--- src/rtl/ctrl_pkg.sv ---
// Shared encodings for the multi-cycle MIPS control unit: opcodes, states,
// instruction classes, ALUOp, PCSrc and RegDst selects.
package ctrl_pkg;

   localparam int unsigned OPC_W = 6;
   localparam int unsigned STATE_W = 4;

   localparam logic [OPC_W-1:0] OP_ADD   = 6'b000000;
   localparam logic [OPC_W-1:0] OP_SUB   = 6'b000001;
   localparam logic [OPC_W-1:0] OP_ADDIU = 6'b000010;
   localparam logic [OPC_W-1:0] OP_ANDI  = 6'b010000;
   localparam logic [OPC_W-1:0] OP_AND   = 6'b010001;
   localparam logic [OPC_W-1:0] OP_ORI   = 6'b010010;
   localparam logic [OPC_W-1:0] OP_OR    = 6'b010011;
   localparam logic [OPC_W-1:0] OP_SLL   = 6'b011000;
   localparam logic [OPC_W-1:0] OP_SLTI  = 6'b100110;
   localparam logic [OPC_W-1:0] OP_SW    = 6'b110000;
   localparam logic [OPC_W-1:0] OP_LW    = 6'b110001;
   localparam logic [OPC_W-1:0] OP_BEQ   = 6'b110100;
   localparam logic [OPC_W-1:0] OP_BNE   = 6'b110101;
   localparam logic [OPC_W-1:0] OP_BLTZ  = 6'b110110;
   localparam logic [OPC_W-1:0] OP_J     = 6'b111000;
   localparam logic [OPC_W-1:0] OP_JR    = 6'b111001;
   localparam logic [OPC_W-1:0] OP_JAL   = 6'b111010;
   localparam logic [OPC_W-1:0] OP_HALT  = 6'b111111;

   typedef enum logic [STATE_W-1:0] {
      S_IF     = 4'b0000,
      S_ID     = 4'b0001,
      S_EXE_LS = 4'b0010,
      S_MEM    = 4'b0011,
      S_WB_LD  = 4'b0100,
      S_EXE_BR = 4'b0101,
      S_EXE_AL = 4'b0110,
      S_WB_AL  = 4'b0111,
      S_HALT   = 4'b1000
   } state_t;

   typedef enum logic [3:0] {
      C_AL_R,
      C_AL_I,
      C_BR,
      C_SW,
      C_LW,
      C_J,
      C_JR,
      C_JAL,
      C_HALT,
      C_UNDEF
   } iclass_t;

   localparam logic [2:0] ALU_ADD = 3'b000;
   localparam logic [2:0] ALU_SUB = 3'b001;
   localparam logic [2:0] ALU_SLL = 3'b010;
   localparam logic [2:0] ALU_OR  = 3'b011;
   localparam logic [2:0] ALU_AND = 3'b100;
   localparam logic [2:0] ALU_SLT = 3'b110;

   localparam logic [1:0] PC_NEXT   = 2'b00;
   localparam logic [1:0] PC_BRANCH = 2'b01;
   localparam logic [1:0] PC_RS     = 2'b10;
   localparam logic [1:0] PC_JUMP   = 2'b11;

   localparam logic [1:0] RD_RA = 2'b00;
   localparam logic [1:0] RD_RT = 2'b01;
   localparam logic [1:0] RD_RD = 2'b10;

endpackage

--- src/rtl/ctrl_decode.sv ---
// Opcode decoder: ALU function, operand selects, extension mode and
// instruction class for the control FSM.
module ctrl_decode
   import ctrl_pkg::*;
(
   input  logic [OPC_W-1:0] op,
   output logic [2:0]       aluop,
   output logic             extsel,
   output logic             alusrca,
   output logic             alusrcb,
   output iclass_t          iclass
);

   always_comb begin
      aluop   = ALU_ADD;
      extsel  = 1'b1;
      alusrca = 1'b0;
      alusrcb = 1'b0;
      iclass  = C_UNDEF;
      case (op)
         OP_ADD:   iclass = C_AL_R;
         OP_SUB:   begin aluop = ALU_SUB; iclass = C_AL_R; end
         OP_ADDIU: begin alusrcb = 1'b1; iclass = C_AL_I; end
         OP_ANDI:  begin aluop = ALU_AND; extsel = 1'b0; alusrcb = 1'b1; iclass = C_AL_I; end
         OP_AND:   begin aluop = ALU_AND; iclass = C_AL_R; end
         OP_ORI:   begin aluop = ALU_OR; extsel = 1'b0; alusrcb = 1'b1; iclass = C_AL_I; end
         OP_OR:    begin aluop = ALU_OR; iclass = C_AL_R; end
         OP_SLL:   begin aluop = ALU_SLL; alusrca = 1'b1; iclass = C_AL_R; end
         OP_SLTI:  begin aluop = ALU_SLT; alusrcb = 1'b1; iclass = C_AL_I; end
         OP_SW:    begin alusrcb = 1'b1; iclass = C_SW; end
         OP_LW:    begin alusrcb = 1'b1; iclass = C_LW; end
         OP_BEQ,
         OP_BNE:   begin aluop = ALU_SUB; iclass = C_BR; end
         // bltz compares rs against $0; a negative rs gives a nonzero result
         OP_BLTZ:  begin aluop = ALU_SLT; iclass = C_BR; end
         OP_J:     iclass = C_J;
         OP_JR:    iclass = C_JR;
         OP_JAL:   iclass = C_JAL;
         OP_HALT:  iclass = C_HALT;
         default:  iclass = C_UNDEF;
      endcase
   end

endmodule

--- src/rtl/multi_cycle_ctrl.sv ---
// Multi-cycle MIPS control unit: IF/ID/EXE/MEM/WB state sequencer with
// outputs decoded from state, opcode and Zero. CTRL_PERF_EN adds InstCount.
module multi_cycle_ctrl
   import ctrl_pkg::*;
#(
   parameter int unsigned OP_W = 6,
   parameter int unsigned ST_W = 4
)(
   input  logic            CLK,
   input  logic            Reset,
   input  logic [OP_W-1:0] Op,
   input  logic            Zero,
   output logic [ST_W-1:0] State,
   output logic [2:0]      ALUOp,
   output logic            ALUSrcA,
   output logic            ALUSrcB,
   output logic            ExtSel,
   output logic            PCWre,
   output logic [1:0]      PCSrc,
   output logic            InsMemRW,
   output logic            IRWre,
   output logic            mRD,
   output logic            mWR,
   output logic            RegWre,
   output logic [1:0]      RegDst,
   output logic            WrRegDSrc,
   output logic            DBDataSrc
`ifdef CTRL_PERF_EN
   ,
   output logic [31:0]     InstCount
`endif
);

   state_t     state;
   state_t     state_nxt;
   logic [2:0] dec_aluop;
   logic       dec_extsel;
   logic       dec_alusrca;
   logic       dec_alusrcb;
   iclass_t    dec_iclass;
   logic       br_taken;

   ctrl_decode u_decode (
      .op      (OPC_W'(Op)),
      .aluop   (dec_aluop),
      .extsel  (dec_extsel),
      .alusrca (dec_alusrca),
      .alusrcb (dec_alusrcb),
      .iclass  (dec_iclass)
   );

   always_ff @(posedge CLK) begin
      if (Reset) state <= S_IF;
      else       state <= state_nxt;
   end

   assign State = ST_W'(state);

   // bltz is taken when rs < 0, i.e. the slt result is nonzero
   always_comb begin
      case (OPC_W'(Op))
         OP_BEQ:  br_taken = Zero;
         OP_BNE,
         OP_BLTZ: br_taken = ~Zero;
         default: br_taken = 1'b0;
      endcase
   end

   always_comb begin
      state_nxt = S_IF;
      ALUOp     = ALU_ADD;
      ALUSrcA   = 1'b0;
      ALUSrcB   = 1'b0;
      ExtSel    = dec_extsel;
      PCWre     = 1'b0;
      PCSrc     = PC_NEXT;
      InsMemRW  = 1'b0;
      IRWre     = 1'b0;
      mRD       = 1'b0;
      mWR       = 1'b0;
      RegWre    = 1'b0;
      RegDst    = RD_RA;
      WrRegDSrc = 1'b0;
      DBDataSrc = 1'b0;
      // Reset suppresses every write so an aborted instruction leaves no trace
      if (Reset) begin
         InsMemRW = 1'b1;
      end else begin
         case (state)
            S_IF: begin
               InsMemRW  = 1'b1;
               IRWre     = 1'b1;
               state_nxt = S_ID;
            end
            S_ID: begin
               case (dec_iclass)
                  C_J: begin
                     PCWre = 1'b1;
                     PCSrc = PC_JUMP;
                  end
                  C_JAL: begin
                     PCWre     = 1'b1;
                     PCSrc     = PC_JUMP;
                     RegWre    = 1'b1;
                     RegDst    = RD_RA;
                     WrRegDSrc = 1'b0;
                  end
                  C_JR: begin
                     PCWre = 1'b1;
                     PCSrc = PC_RS;
                  end
                  C_HALT: state_nxt = S_HALT;
                  C_AL_R,
                  C_AL_I: state_nxt = S_EXE_AL;
                  C_BR:   state_nxt = S_EXE_BR;
                  C_SW,
                  C_LW:   state_nxt = S_EXE_LS;
                  default: PCWre = 1'b1;
               endcase
            end
            S_EXE_AL: begin
               ALUOp     = dec_aluop;
               ALUSrcA   = dec_alusrca;
               ALUSrcB   = dec_alusrcb;
               state_nxt = S_WB_AL;
            end
            S_WB_AL: begin
               RegWre    = 1'b1;
               WrRegDSrc = 1'b1;
               RegDst    = (dec_iclass == C_AL_R) ? RD_RD : RD_RT;
               PCWre     = 1'b1;
            end
            S_EXE_BR: begin
               ALUOp = dec_aluop;
               PCWre = 1'b1;
               PCSrc = br_taken ? PC_BRANCH : PC_NEXT;
            end
            S_EXE_LS: begin
               ALUOp     = ALU_ADD;
               ALUSrcB   = 1'b1;
               state_nxt = S_MEM;
            end
            S_MEM: begin
               if (dec_iclass == C_SW) begin
                  mWR   = 1'b1;
                  PCWre = 1'b1;
               end else begin
                  mRD       = 1'b1;
                  state_nxt = S_WB_LD;
               end
            end
            S_WB_LD: begin
               RegWre    = 1'b1;
               RegDst    = RD_RT;
               DBDataSrc = 1'b1;
               WrRegDSrc = 1'b1;
               PCWre     = 1'b1;
            end
            S_HALT: state_nxt = S_HALT;
            default: state_nxt = S_IF;
         endcase
      end
   end

`ifdef CTRL_PERF_EN
   // One PCWre pulse per retired instruction
   always_ff @(posedge CLK) begin
      if (Reset)      InstCount <= 32'd0;
      else if (PCWre) InstCount <= InstCount + 32'd1;
   end
`endif

endmodule

--- config.mk ---
export PLATFORM = sky130hd
export DESIGN_NAME = multi_cycle_ctrl
export DESIGN_NICKNAME = d
export VERILOG_FILES = /design/src/rtl/ctrl_pkg.sv /design/src/rtl/ctrl_decode.sv /design/src/rtl/multi_cycle_ctrl.sv
export SDC_FILE = /design/constraint.sdc
export NUM_CORES = 1
export LEC_CHECK = 0
export CAP_MARGIN = 10
export CORE_ASPECT_RATIO = 0.9
export CORE_MARGIN = 2
export CORE_UTILIZATION = 49
export DETAILED_ROUTE_END_ITERATION = 12
export GPL_ROUTABILITY_DRIVEN = 0
export PLACE_DENSITY = 0.95
export SLEW_MARGIN = 0
export SYNTH_ARGS = -nofsm -noshare
export SYNTH_HDL_FRONTEND = slang
export SYNTH_SLANG_ARGS = --single-unit
export TNS_END_PERCENT = 20
--- constraint.sdc ---
create_clock -name CLK -period 3.2 [get_ports CLK]
set_clock_uncertainty 0.15 [all_clocks]
set_input_delay 0.64 -clock CLK [delete_from_list [all_inputs] [get_ports CLK]]
set_output_delay 0.64 -clock CLK [all_outputs]
set_load 0.01 [all_outputs]
### After elaboration in Yosys (flattened, before gate mapping)

Index checks and enable logic that the tools add are counted.

| cells by class | value |
|---|---|
| add/sub/neg operators | 0 |
| multiply operators | 0 |
| divide/modulo/power cells | 0 |
| order comparisons | 0 |
| equal/unequal tests | 33 |
| shift-type cells | 0 |
| muxes and demuxes | 41 |
| bitwise gates (word level) | 1 |
| reduce and logical (&&, ||, !) cells | 20 |

Operator list:

| operator | count |
|---|---|
| $eq 6x6->1 const B | 10 |
| $pmux 4 s9 | 1 |
| $eq 4x3->1 const B | 8 |
| $eq 6x5->1 const B | 5 |
| $mux 1 | 24 |
| $pmux 4 s6 | 1 |
| $reduce_or 2->1 | 10 |
| $eq 4x2->1 const B | 4 |
| $pmux 4 s4 | 1 |
| $pmux 3 s5 | 1 |
| $pmux 2 s2 | 3 |
| $reduce_or 6->1 | 2 |
| $mux 3 | 3 |
| $reduce_or 3->1 | 3 |
| $eq 4x1->1 const B | 2 |
| $eq 4x4->1 const B | 2 |
| $logic_not 4->1 | 2 |
| $eq 6x1->1 const B | 1 |
| $eq 6x2->1 const B | 1 |
| $logic_not 6->1 | 1 |
| $mux 2 | 3 |
| $pmux 1 s2 | 3 |
| $reduce_or 5->1 | 1 |
| $reduce_or 4->1 | 1 |
| 2 further kinds | 2 |

| word-level totals | value |
|---|---|
| flip-flop bits (word level) | 4 |
| latch bits | 0 |
| RAM bits | 0 |
| memory bits (read-only) | 0 |
| input bits | 9 |
| output and inout bits | 22 |
| word-level logic and storage cells | 96 |
| memories kept | 0 |

### Longest topological paths before layout

Gate-level depths: netlist of run 1.

| depth | value |
|---|---|
| word-level depth | 8 |
| mapped depth | 7 |
| gate-level depth less buffers | 5 |

### By module

Synthesis of run 1 repeated with hierarchy kept, for this count alone.

| second synthesis, totals | value |
|---|---|
| cells, all modules | 130 |
| area, all modules | 848.3 um^2 |

Modules (own cells, without submodules):

| module | times used | cells each | area each (um^2) | seq. area each (um^2) |
|---|---|---|---|---|
| multi_cycle_ctrl | 1 | 72 | 478.0 | 80.1 |
| ctrl_decode | 1 | 58 | 370.4 | 0.0 |

### Worst setup path before layout of run 1

Ideal clock, no wire load.

| timing path | value |
|---|---|
| kind | input port to output port |
| from | input port Op[2] |
| to | output port PCWre |
| data arrival time | 1.723 ns |
| data required time | 2.410 ns |
| path slack | 0.687 ns |
| stages on the path | 7 |
| path through | buf_6 > buf_2 > nand2_1 > nor2_1 > o31ai_1 > o41ai_1 > o32ai_1 |

| on the way | value |
|---|---|
| cells in the longest elaborated chain, start to end | 8 |

RTL lines:

| item | RTL line | source |
|---|---|---|
| from (decl) | multi_cycle_ctrl.sv:11 | `input logic [OP_W-1:0] Op,` |
| $eq 6x1->1, or another cell as far along | ctrl_decode.sv:20 | `case (op)` |
| $reduce_or 5->1 (no line), or another cell as far along | -- |  |
| $pmux 4 s9 * | ctrl_decode.sv:20 |  |
| $eq 4x2->1, or another cell as far along | multi_cycle_ctrl.sv:96, multi_cycle_ctrl.sv:144 |  |
| $reduce_or 6->1 (no line) | -- |  |
| $mux 1 | multi_cycle_ctrl.sv:96 | `case (dec_iclass)` |
| $pmux 1 s3 * | multi_cycle_ctrl.sv:89 | `case (state)` |
| $mux 1 * | multi_cycle_ctrl.sv:86 | `if (Reset) begin` |
| to (decl) | multi_cycle_ctrl.sv:18 | `output logic PCWre,` |

Mark *: on every way between the ends. The rest lies on a longest branch, timed or not.

### Worst setup path after layout of run 1

Ends and elaborated chain as after synthesis.

==> impl_summary.md, run 1 <==
Power and ir drop
The peak supply drop is 0.294 mV. The share of total power dissipated in the clock network is 0.246. The part of the power in registers is 0.187. The internal portion of the total power is 172 uW. The overall power of the completed layout is 303 uW. The leakage dissipation is 0.000713 uW. The total net switching power is 131 uW. The share of total power dissipated in combinational logic is 0.567. The share of total power consumed by net switching is 0.432.

Dividing total power by cell area gives a power density of 203 mW/mm^2.

Cells and area
The finished layout holds 228 standard cells, fillers aside. Compared with the post-synthesis result, the final layout area differs by 60.3%. The number of fill cells is 96. The sequential cells in the finished layout cover a total of 80.1 um^2. The register with the most flip-flops in the layout has 4 of them. Of the cells placed in the final design, the portion with a size suffix greater than 1 is 0.245. The post-layout utilization of the core is 0.861. The area used by multi-input combinational logic is 754 um^2. 0 antenna diodes ended up in the layout. The final layout contains 215 nets.

CTS
CTS built an H-tree with a depth of 1. After clock tree synthesis, the clock-pin slew on the worst setup and hold paths is 50 ps. TritonCTS created 3 clock buffers. Clock tree synthesis selected as its root buffer the cell sky130_fd_sc_hd__clkbuf_4. For the worst-skew pair, the clock arrives at the later sink with an insertion delay of 260 ps. The number of clock sinks seen by CTS is 4.

The maximum count of clock buffers along a single path is 2. The hold buffer count at CTS is 0. TritonCTS built the clock tree.

STA
At the pin with the least slew margin, the transition time is 472 ps. The relative slew slack is 0.681. Setup violations remaining at the end of the flow were counted as 2. The routed design could run at a clock period as short as 3380 ps. The highest clock frequency the design can meet is 0.296 GHz. The total count of hold-check failures in the final report was 0.

The final worst setup slack is -183 ps. Setup repair after global routing could not meet its margin everywhere. The final worst-path cycle share is 1.06. The number of pins exceeding their max-slew limit in the final report was 0.

Global route
The global-route wire length before repair is 6.33 mm. After global routing the overflow that remains totals 0. In the global route stage, overall resource usage came out at 0.367. The number of antenna violations at the first check in global routing is 0. The largest net degree at the start of global routing is 16. The number of global-route vias before repair came to 1,407.

Critical path
The most critical setup path has its startpoint at Op[2]. Along the worst path, the maximum fanout reaches 11. The critical path is of the in2out type. The worst setup path is captured at a primary output. In this run the critical register-to-register path is launched from State[0]. STA classifies the critical path startpoint as an input port. STA puts the critical path data required time at 2410 ps. The arrival time at the worst endpoint is 2590 ps.

Status
The final reports fail on setup timing. The flow ran to the end, but the final reports show violations.

Die
The die covers 0.00227 mm^2. The floorplan has 14 rows. After floorplanning, the core was sized to cover 0.00173 mm^2. During I/O placement, the number of pins put on the boundary was 31.

The width of the chip is 49.9 um. The vertical extent of the die is 45.4 um. The starting utilization of the core area is 0.537.

Logic synthesis
The proportion of synthesized chip area in sequential cells is 0.0860. The area of the mapped netlist is 931 um^2. Of the post-synthesis cell area, the dominant cell type holds 0.0860. Synthesis produced a netlist whose cell count is 152.

The count of synthesis-stage warnings from yosys is 0. After synthesis the netlist holds a flip-flop and latch count of 4. The number of distinct standard cells referenced by the synthesized netlist is 47.

The number of nets handed over by synthesis was 161. The synthesized design spends more area on one cell type than any other, namely sky130_fd_sc_hd__dfxtp_1. In this run the mean area of a mapped cell was 6.12 um^2.

In the post-synthesis netlist, the biggest area contributors are sky130_fd_sc_hd__dfxtp_1, sky130_fd_sc_hd__nor2_1, sky130_fd_sc_hd__buf_2, sky130_fd_sc_hd__a21oi_1, sky130_fd_sc_hd__o32ai_1.

Routing
The routed design uses 2.03 mm of met2 wire. The first TritonRoute pass finished after 5 iterations. The routed length on met1 is 1.57 mm. After the first detailed-routing iteration, the DRC count stood at 143. The total length of routed wires is 4.58 mm.

Once detail routing completed, the nets flagged for antenna violations numbered 0. The highest routing layer actually used is met4. The total DRC errors in the routed layout is 0.

The detailed route wirelength on metal3 is 556 um. In the final routed layout, each cell accounts on average for 20.1 um. Using the TritonRoute via totals, the vias-per-cell ratio works out to 6.97.

The via total after detailed routing is 1,589.

Hold path
The launch point of the worst hold path is State[2]. The tightest min-delay check is of the reg2reg type.

Placed design
The final HPWL from detailed placement is 2.89 mm. Counting tap cells, the placed design contains a total of 225 instances. The count of buffers from port buffering is 30. The worst slack after detailed placement is -316 ps.

Run
The number of max-cap violations is 0.
-- layout by cell type (no fill, tap or decap), types with 3 or more instances in the layout --
cell type                         synthesis  routed
sky130_fd_sc_hd__buf_4                    2      33
sky130_fd_sc_hd__nor2_1                  21      20
sky130_fd_sc_hd__clkdlybuf4s50_1          0      15
sky130_fd_sc_hd__nand2_1                 10      10
sky130_fd_sc_hd__a21oi_1                  9       9
sky130_fd_sc_hd__inv_1                    8       8
sky130_fd_sc_hd__o21ai_0                  7       7
sky130_fd_sc_hd__dlygate4sd2_1            0       7
sky130_fd_sc_hd__nand4_1                  6       6
sky130_fd_sc_hd__dlymetal6s2s_1           0       6
sky130_fd_sc_hd__nor3_1                   6       5
sky130_fd_sc_hd__nand2b_1                 5       5
sky130_fd_sc_hd__nor2b_1                  6       5
sky130_fd_sc_hd__dfxtp_1                  4       4
sky130_fd_sc_hd__nand3_1                  4       4
sky130_fd_sc_hd__o41ai_1                  4       4
sky130_fd_sc_hd__o32ai_1                  5       4
sky130_fd_sc_hd__xor2_1                   3       3
sky130_fd_sc_hd__o21a_1                   3       3
sky130_fd_sc_hd__a31oi_1                  3       3
sky130_fd_sc_hd__nor4_1                   3       3
sky130_fd_sc_hd__o21ai_1                  3       3
sky130_fd_sc_hd__clkbuf_4                 0       3
-- cell usage after synthesis (all sizes together) --
cell type	instances
and2	1
mux2i	1
o22a	1
o2bb2ai	1
nand3b	2
and3b	1
a22o	1
or4b	1
and3	1
clkbuf	3
nor2b	7
or3	1
buf	13
a221oi	1
o22ai	1
nand4	6
a32oi	1
nand3	4
a21oi	9
inv	9
o31ai	1
nand2b	5
xor2	3
a31oi	3
or2	2
nor3b	1
nand2	10
o21ai	10
xnor2	1
o21a	3
a21o	1
o21bai	1
a22oi	1
o41ai	4
nor4	3
o32ai	5
nor3	7
dfxtp	4
nor2	22
-- power groups by stage --
stage	combinational, uW	clock (uW)	sequential, uW
after global placement	148	0	56.5
after CTS	158	65.9	56.2
after global routing	177	73.4	56.9
final	172	74.6	56.8
after detailed placement	157	0	56.9
after floorplan	84.6	0	56.5
-- layer usage --
| metal | track usage | vias up |
|---|---|---|
| met4 | 0.178 | 0 |
| met2 | 0.667 | 180 |
| met3 | 0.0795 | 65 |
| met5 | 0 | - |
| li1 | - | 656 |
| met1 | 0.415 | 688 |
-- cells by family (layout without fill, tap and decap cells) --
kind of cell | count (synthesis) | in the layout | synth area share
flip-flops | 4 | 4 | 0.0860
AND/OR/NAND/NOR | 74 | 74 | 0.418
AO/OA/AOI/OAI | 44 | 44 | 0.317
XOR/XNOR | 4 | 4 | 0.0376
buffers and inverters | 25 | 77 | 0.130
multiplexers | 1 | 1 | 0.0108
-- through the flow --
stage	hold slack, ps	instance area (um^2)	TNS [ps]
after floorplan	485	931	0
after global placement	460	1440	-1530
after detailed placement	459	1440	-2360
after CTS	460	1470	-259
after global routing	520	1490	-324
final	496	1490	-310
-- worst paths after layout --
kind	end	slack (ps)	cells after the start
max	PCWre	-180	8
min	State[0]	500	3
max reg2reg	State[1]	1480	4
min reg2reg	State[0]	500	3
-- repair_timing --
action                                 in CTS  in global routing
resized for setup                          13                 16
endpoints found under the hold margin       0                  0
pin swaps                                   0                  0
buffers inserted                            0                  0
setup endpoints to repair                  13                 11
cloned                                      0                  0
-- critical path: stages --
cell	delay (ps)
sky130_fd_sc_hd__clkdlybuf4s50_1	400
sky130_fd_sc_hd__buf_4	180
sky130_fd_sc_hd__or4b_1	510
sky130_fd_sc_hd__a21oi_1	190
sky130_fd_sc_hd__o31ai_1	110
sky130_fd_sc_hd__o41ai_1	120
sky130_fd_sc_hd__o32ai_1	140
sky130_fd_sc_hd__dlygate4sd2_1	310
-- final cells by class --
class / count / area share
Sequential cell: 4 / 0.0536
Inverter: 9 / 0.0226
Tap cell: 24 / 0.0201
Clock buffer: 3 / 0.0151
Timing Repair Buffer: 65 / 0.383
Multi-Input combinational cell: 123 / 0.505
Power figures use the tool's default switching activity.
==> run 2, diff against run 1 <==
Settings changed: CAP_MARGIN 10 to 0.
==> results of run 2 <==
Final layout, timing and power as in run 1 (identical DEF).
==> edit 1: new RTL, settings of run 2 <==
Register the output `State`; this adds one clock of latency there. The other outputs are not delayed to match.
--- a/src/rtl/multi_cycle_ctrl.sv
+++ b/src/rtl/multi_cycle_ctrl.sv
@@ -55,5 +55,7 @@
    end
 
-   assign State = ST_W'(state);
+   always_ff @(posedge CLK) begin
+      State <= ST_W'(state);
+   end
 
    // bltz is taken when rs < 0, i.e. the slt result is nonzero
Function: changed (a bounded check fails within 4 cycles, from zero or initial values and one cycle with Reset high).
==> edit 1 against run 2 <==
Hold slack worse by 0.13 ns; area after synthesis up 7.0%; worst setup slack better by 0.15 ns; count of clock-buffer cells in the layout unchanged; power is 12% higher; wire length down 18%; combinational power down 11%; sequential cell count rose by 4; cell count shrank 2.6%; design area up 7.3%; first-iteration DRC count decreased by 24%; the flow still finishes with violations (negative setup slack).
==> edit 1: results (changes against run 2) <==
The number of distinct standard cells referenced by the synthesized netlist was 55 (+17%). The number of failing setup endpoints in the final timing report was 1 (-1); the maximum VDD drop was 0.0002070 V (-30%). The tools report the cell leakage power as 0.7216 nW (+1.2%). The delay of the slowest cell on the worst path was 0.55 ns (+0.04 ns); the signal arrival time at the worst endpoint was 2.44 ns (-0.15 ns). The portion of netlist area occupied by mux cells is 2.010% (+0.93 points), and the violation count after the first detailed-route iteration is 108 (-24%).

The cell with the largest stage delay on the worst path was clkdlybuf4s50_1. The xor/xnor share of the synthesized area came out at 0.8794% (-2.9 points). Startpoint of the lowest-slack register-to-register path: state[0]$_SDFF_PP0_. The run gives 149 (-7.5%) as the synthesized netlist net count.

The tools report the endpoint of the worst setup timing path as mRD. The iteration count of the initial detailed-routing pass is 5 (unchanged). The worst-case register-to-register setup slack came out at 1.33 ns (-0.15 ns). The tools report the smallest setup slack after layout as -0.02866 ns (+0.1544 ns). The endpoint identified for the worst register-to-register timing path is state[2]$_SDFF_PP0_.

The compound-gate portion of the synthesized area came out at 30.78% (-0.94 points). The worst hold path begins at state[3]$_SDFF_PP0_. The worst reg-to-reg path cell count is 3 (-1), and the remaining max-slew budget at the tightest pin is 67.61% (-0.51 points). The checks that failed: negative setup slack. The number of global-route vias before repair is 1288 (-8.5%), and the post-detailed-route via-to-cell ratio is 6.275 (-10%).

Total wirelength of the detailed-routed design: 3757 µm (-18%). The initial antenna violation count was 0 (unchanged). The logs give 16.08% (+7.5 points) for the sequential element share of the synthesized area and 14 (-2) for the maximum number of pins on one net before global-route repair. The post-place instance area was 0.001529 mm² (+6.4%); the largest driver fanout on the critical path was 6 (-5). The flow ran to the end, but the final reports show violations.

The total global routing track utilization is 33.06% (-3.6 points), and the net switching power of the design is 0.1178 mW (-10%). Yosys attributes the largest share of cell area to dfxtp_1, nor2_1, buf_2. The total number of nets in the final design was 208 (-3.3%); the ratio of cells with drive above 1 in the final layout was 28.93% (+4.4 points).

Sorting the synthesized cells by how often they occur yields nor2_1, buf_2, dfxtp_1. The wire length of the first global-routing pass was 5996 µm (-5.2%).
[edit 1: logic make-up after synthesis]
kind of cell,after synthesis
flip-flops,8
AND/OR/NAND/NOR,69
AO/OA/AOI/OAI,42
buffers and inverters,18
XOR/XNOR,1
multiplexers,2
[edit 1: power groups by stage]
stage	combinational, mW	sequential (mW)	clock, mW
2_1_floorplan	0.0770	0.109	0
3_3_place_gp	0.135	0.111	0
3_5_place_dp	0.141	0.112	0
4_1_cts	0.146	0.110	0.0757
5_1_grt	0.162	0.111	0.0826
6_report	0.153	0.111	0.0772
[edit 1: layout make-up]
type,instances,area (µm²)
repair buffers,68,585.6
fillers,115,312.8
flip-flops and latches,8,160.2
well taps,25,31.28
inverters,4,15.01
multi-input cells,114,787.0
clock buffers,3,22.52
[edit 1: layer usage]
metal	up-vias	global-route usage (%)	wire (µm)
met2	100	55.38	1780
met3	12	4.459	387
met4	0	14.21	100
met1	644	43.60	1488
li1	637	-	-
met5	-	0	0
[edit 1: repair_timing]
item,CTS,global route
pin swaps,0,1
endpoints found under the setup margin,13,6
buffers inserted,0,1
resized for setup,21,7
[edit 1: worst min path at each step]
stage / to / slack, ns / cells past startpoint
6_report: State[3]$_DFF_P_ / 0.37 / 0
3_5_place_dp: State[3]$_DFF_P_ / 0.34 / 0
2_1_floorplan: State[0]$_DFF_P_ / 0.19 / 0
4_1_cts: State[3]$_DFF_P_ / 0.36 / 0
5_1_grt: State[3]$_DFF_P_ / 0.39 / 0
3_3_place_gp: State[3]$_DFF_P_ / 0.33 / 0
[edit 1: per-stage QoR]
stage	TNS, ns	setup slack, ns	util [%]	cells
floorplan	0	0.5350	-	140
global placement	-1.595	-0.2174	79.87	218
detailed placement	-2.141	-0.2841	79.87	218
CTS	-0.1967	-0.1770	82.22	221
global route	-0.2143	-0.1002	83.66	222
finish	-0.02866	-0.02866	83.66	222
==> edit 2: new RTL, flow settings as in run 2 <==
Without the edit above. The option `CTRL_PERF_EN` is turned on by a define.
--- a/src/rtl/multi_cycle_ctrl.sv
+++ b/src/rtl/multi_cycle_ctrl.sv
@@ -1,4 +1,6 @@
 // Multi-cycle MIPS control unit: IF/ID/EXE/MEM/WB state sequencer with
 // outputs decoded from state, opcode and Zero. CTRL_PERF_EN adds InstCount.
+`define CTRL_PERF_EN
+
 module multi_cycle_ctrl
    import ctrl_pkg::*;
Formal check against the unedited RTL (old outputs only; new: InstCount): equivalent (equiv_simple and equiv_induct, registers matched by name and starting in step).
==> edit 2 against run 2 <==
The flow now finishes without violations; wire length increased by 66%; critical path depth did not move; sequential cell count rose by 32; clock power grew to 5.3 times the old value; largest cell class unchanged; power grew to 3.5 times the old value; worst setup slack better by 0.28 ns; non-clock buffer count rose by 43; area after synthesis grew to 2.7 times the old value; design area increased by 130%.
==> edit 2: results (changes against run 2) <==
The tools report the sequential element share of the synthesized area as 28.22% (+20 points). The run finished with clean final reports. The met1 routing resource usage after global routing was 34.23% (-7.3 points); the met3 routing resource usage after global routing was 7.463% (-0.48 points).

The wire length of the first global-routing pass was 12450 µm (+97%); the ratio of cells with drive above 1 in the final layout was 16.59% (-7.9 points). The run gives 478 (+110%) as the cell count after placement. The switching power share of the total is 27.01% (-16 points), and the number of distinct standard cells referenced by the synthesized netlist is 55 (+17%). The largest driver fanout on the critical path came out at 10 (-1).

The tools report the final cell count without fillers as 487 (+110%). Number of vias in the routed layout: 3044 (+92%). The number of flip-flops in the largest register is 32 (+28). The number of global-route vias before repair is 2745 (+95%), and the total CTS buffers is 5 (+2). The signal arrival time at the worst endpoint was 2.31 ns (-0.28 ns); the number of buffer cells added on primary ports was 62 (+110%).

Routed wire length per instance: 15.64 µm (-22%). The tools report the maximum VDD drop as 0.0002771 V (-5.7%). The synthesized netlist net count was 348 (+120%). The post-place instance area is 0.003390 mm² (+140%).

The delay of the slowest cell on the worst path was 0.39 ns (-0.12 ns). For the maximum number of pins on one net before global-route repair, the log shows 63 (+47). The total global routing track utilization is 26.46% (-10 points), and the slew at the pin closest to its max-slew limit is 0.5097 ns (+0.03757 ns). The cell leakage power is 1.235 nW (+73%), and the violation count after the first detailed-route iteration is 323 (+130%). The run gives 5616 µm (+94%) as the half-perimeter wire length after placement.

Synthesized netlist cell count: 338 (+120%). The cell with the largest stage delay on the worst path was clkdlybuf4s50_1. For the worst setup timing slack at the placement stage, the log shows -0.4021 ns (-0.08606 ns).
edit 2: per-layer routing:
layer | part of all wire, % | vias to the layer above
met3 | 9.2 | 12
met1 | 40 | 1414
li1 | - | 1454
met5 | 0 | -
met2 | 50 | 164
met4 | 1.2 | 0
edit 2: logic make-up (layout without fill, tap and decap cells):
kind of cell	count (synthesis)	after routing	synth area share [%]
xor+xnor	3	3	1.029
simple gates	154	154	35.03
flops	36	36	28.22
mux	2	2	0.7840
buf+inv	39	123	9.015
fa+ha+maj	1	1	0.4899
compound gates	103	103	25.43
edit 2: worst paths after layout:
| kind | from | end | slack (ns) | cells after the start |
|---|---|---|---|---|
| max reg2reg | State[0]$_SDFF_PP0_ | InstCount[13]$_SDFFE_PP0P_ | 0.68 | 7 |
| min reg2reg | InstCount[31]$_SDFFE_PP0P_ | InstCount[31]$_SDFFE_PP0P_ | 0.34 | 2 |
| min | InstCount[31]$_SDFFE_PP0P_ | InstCount[31]$_SDFFE_PP0P_ | 0.34 | 2 |
| max | Op[0] | PCWre | 0.10 | 8 |
edit 2: cell type report:
type | count | area, µm²
multi-input cells | 263 | 1615
fillers | 361 | 1423
repair buffers | 108 | 950.9
flip-flops and latches | 36 | 720.7
well taps | 65 | 81.33
clock buffers | 6 | 72.57
clock inverters | 2 | 35.03
inverters | 7 | 26.28
edit 2: repair_timing:
action	4_1_cts	5_1_grt
buffers inserted	0	1
pin swaps	1	2
endpoints found under the setup margin	13	9
cloned	0	0
gates resized for setup	19	7
edit 2: power groups by stage:
stage	logic, mW	clock network [mW]	registers, mW
after floorplan	0.130	0	0.472
after global placement	0.196	0	0.474
after detailed placement	0.203	0	0.474
after CTS	0.202	0.395	0.464
after global routing	0.224	0.421	0.465
final	0.206	0.392	0.464
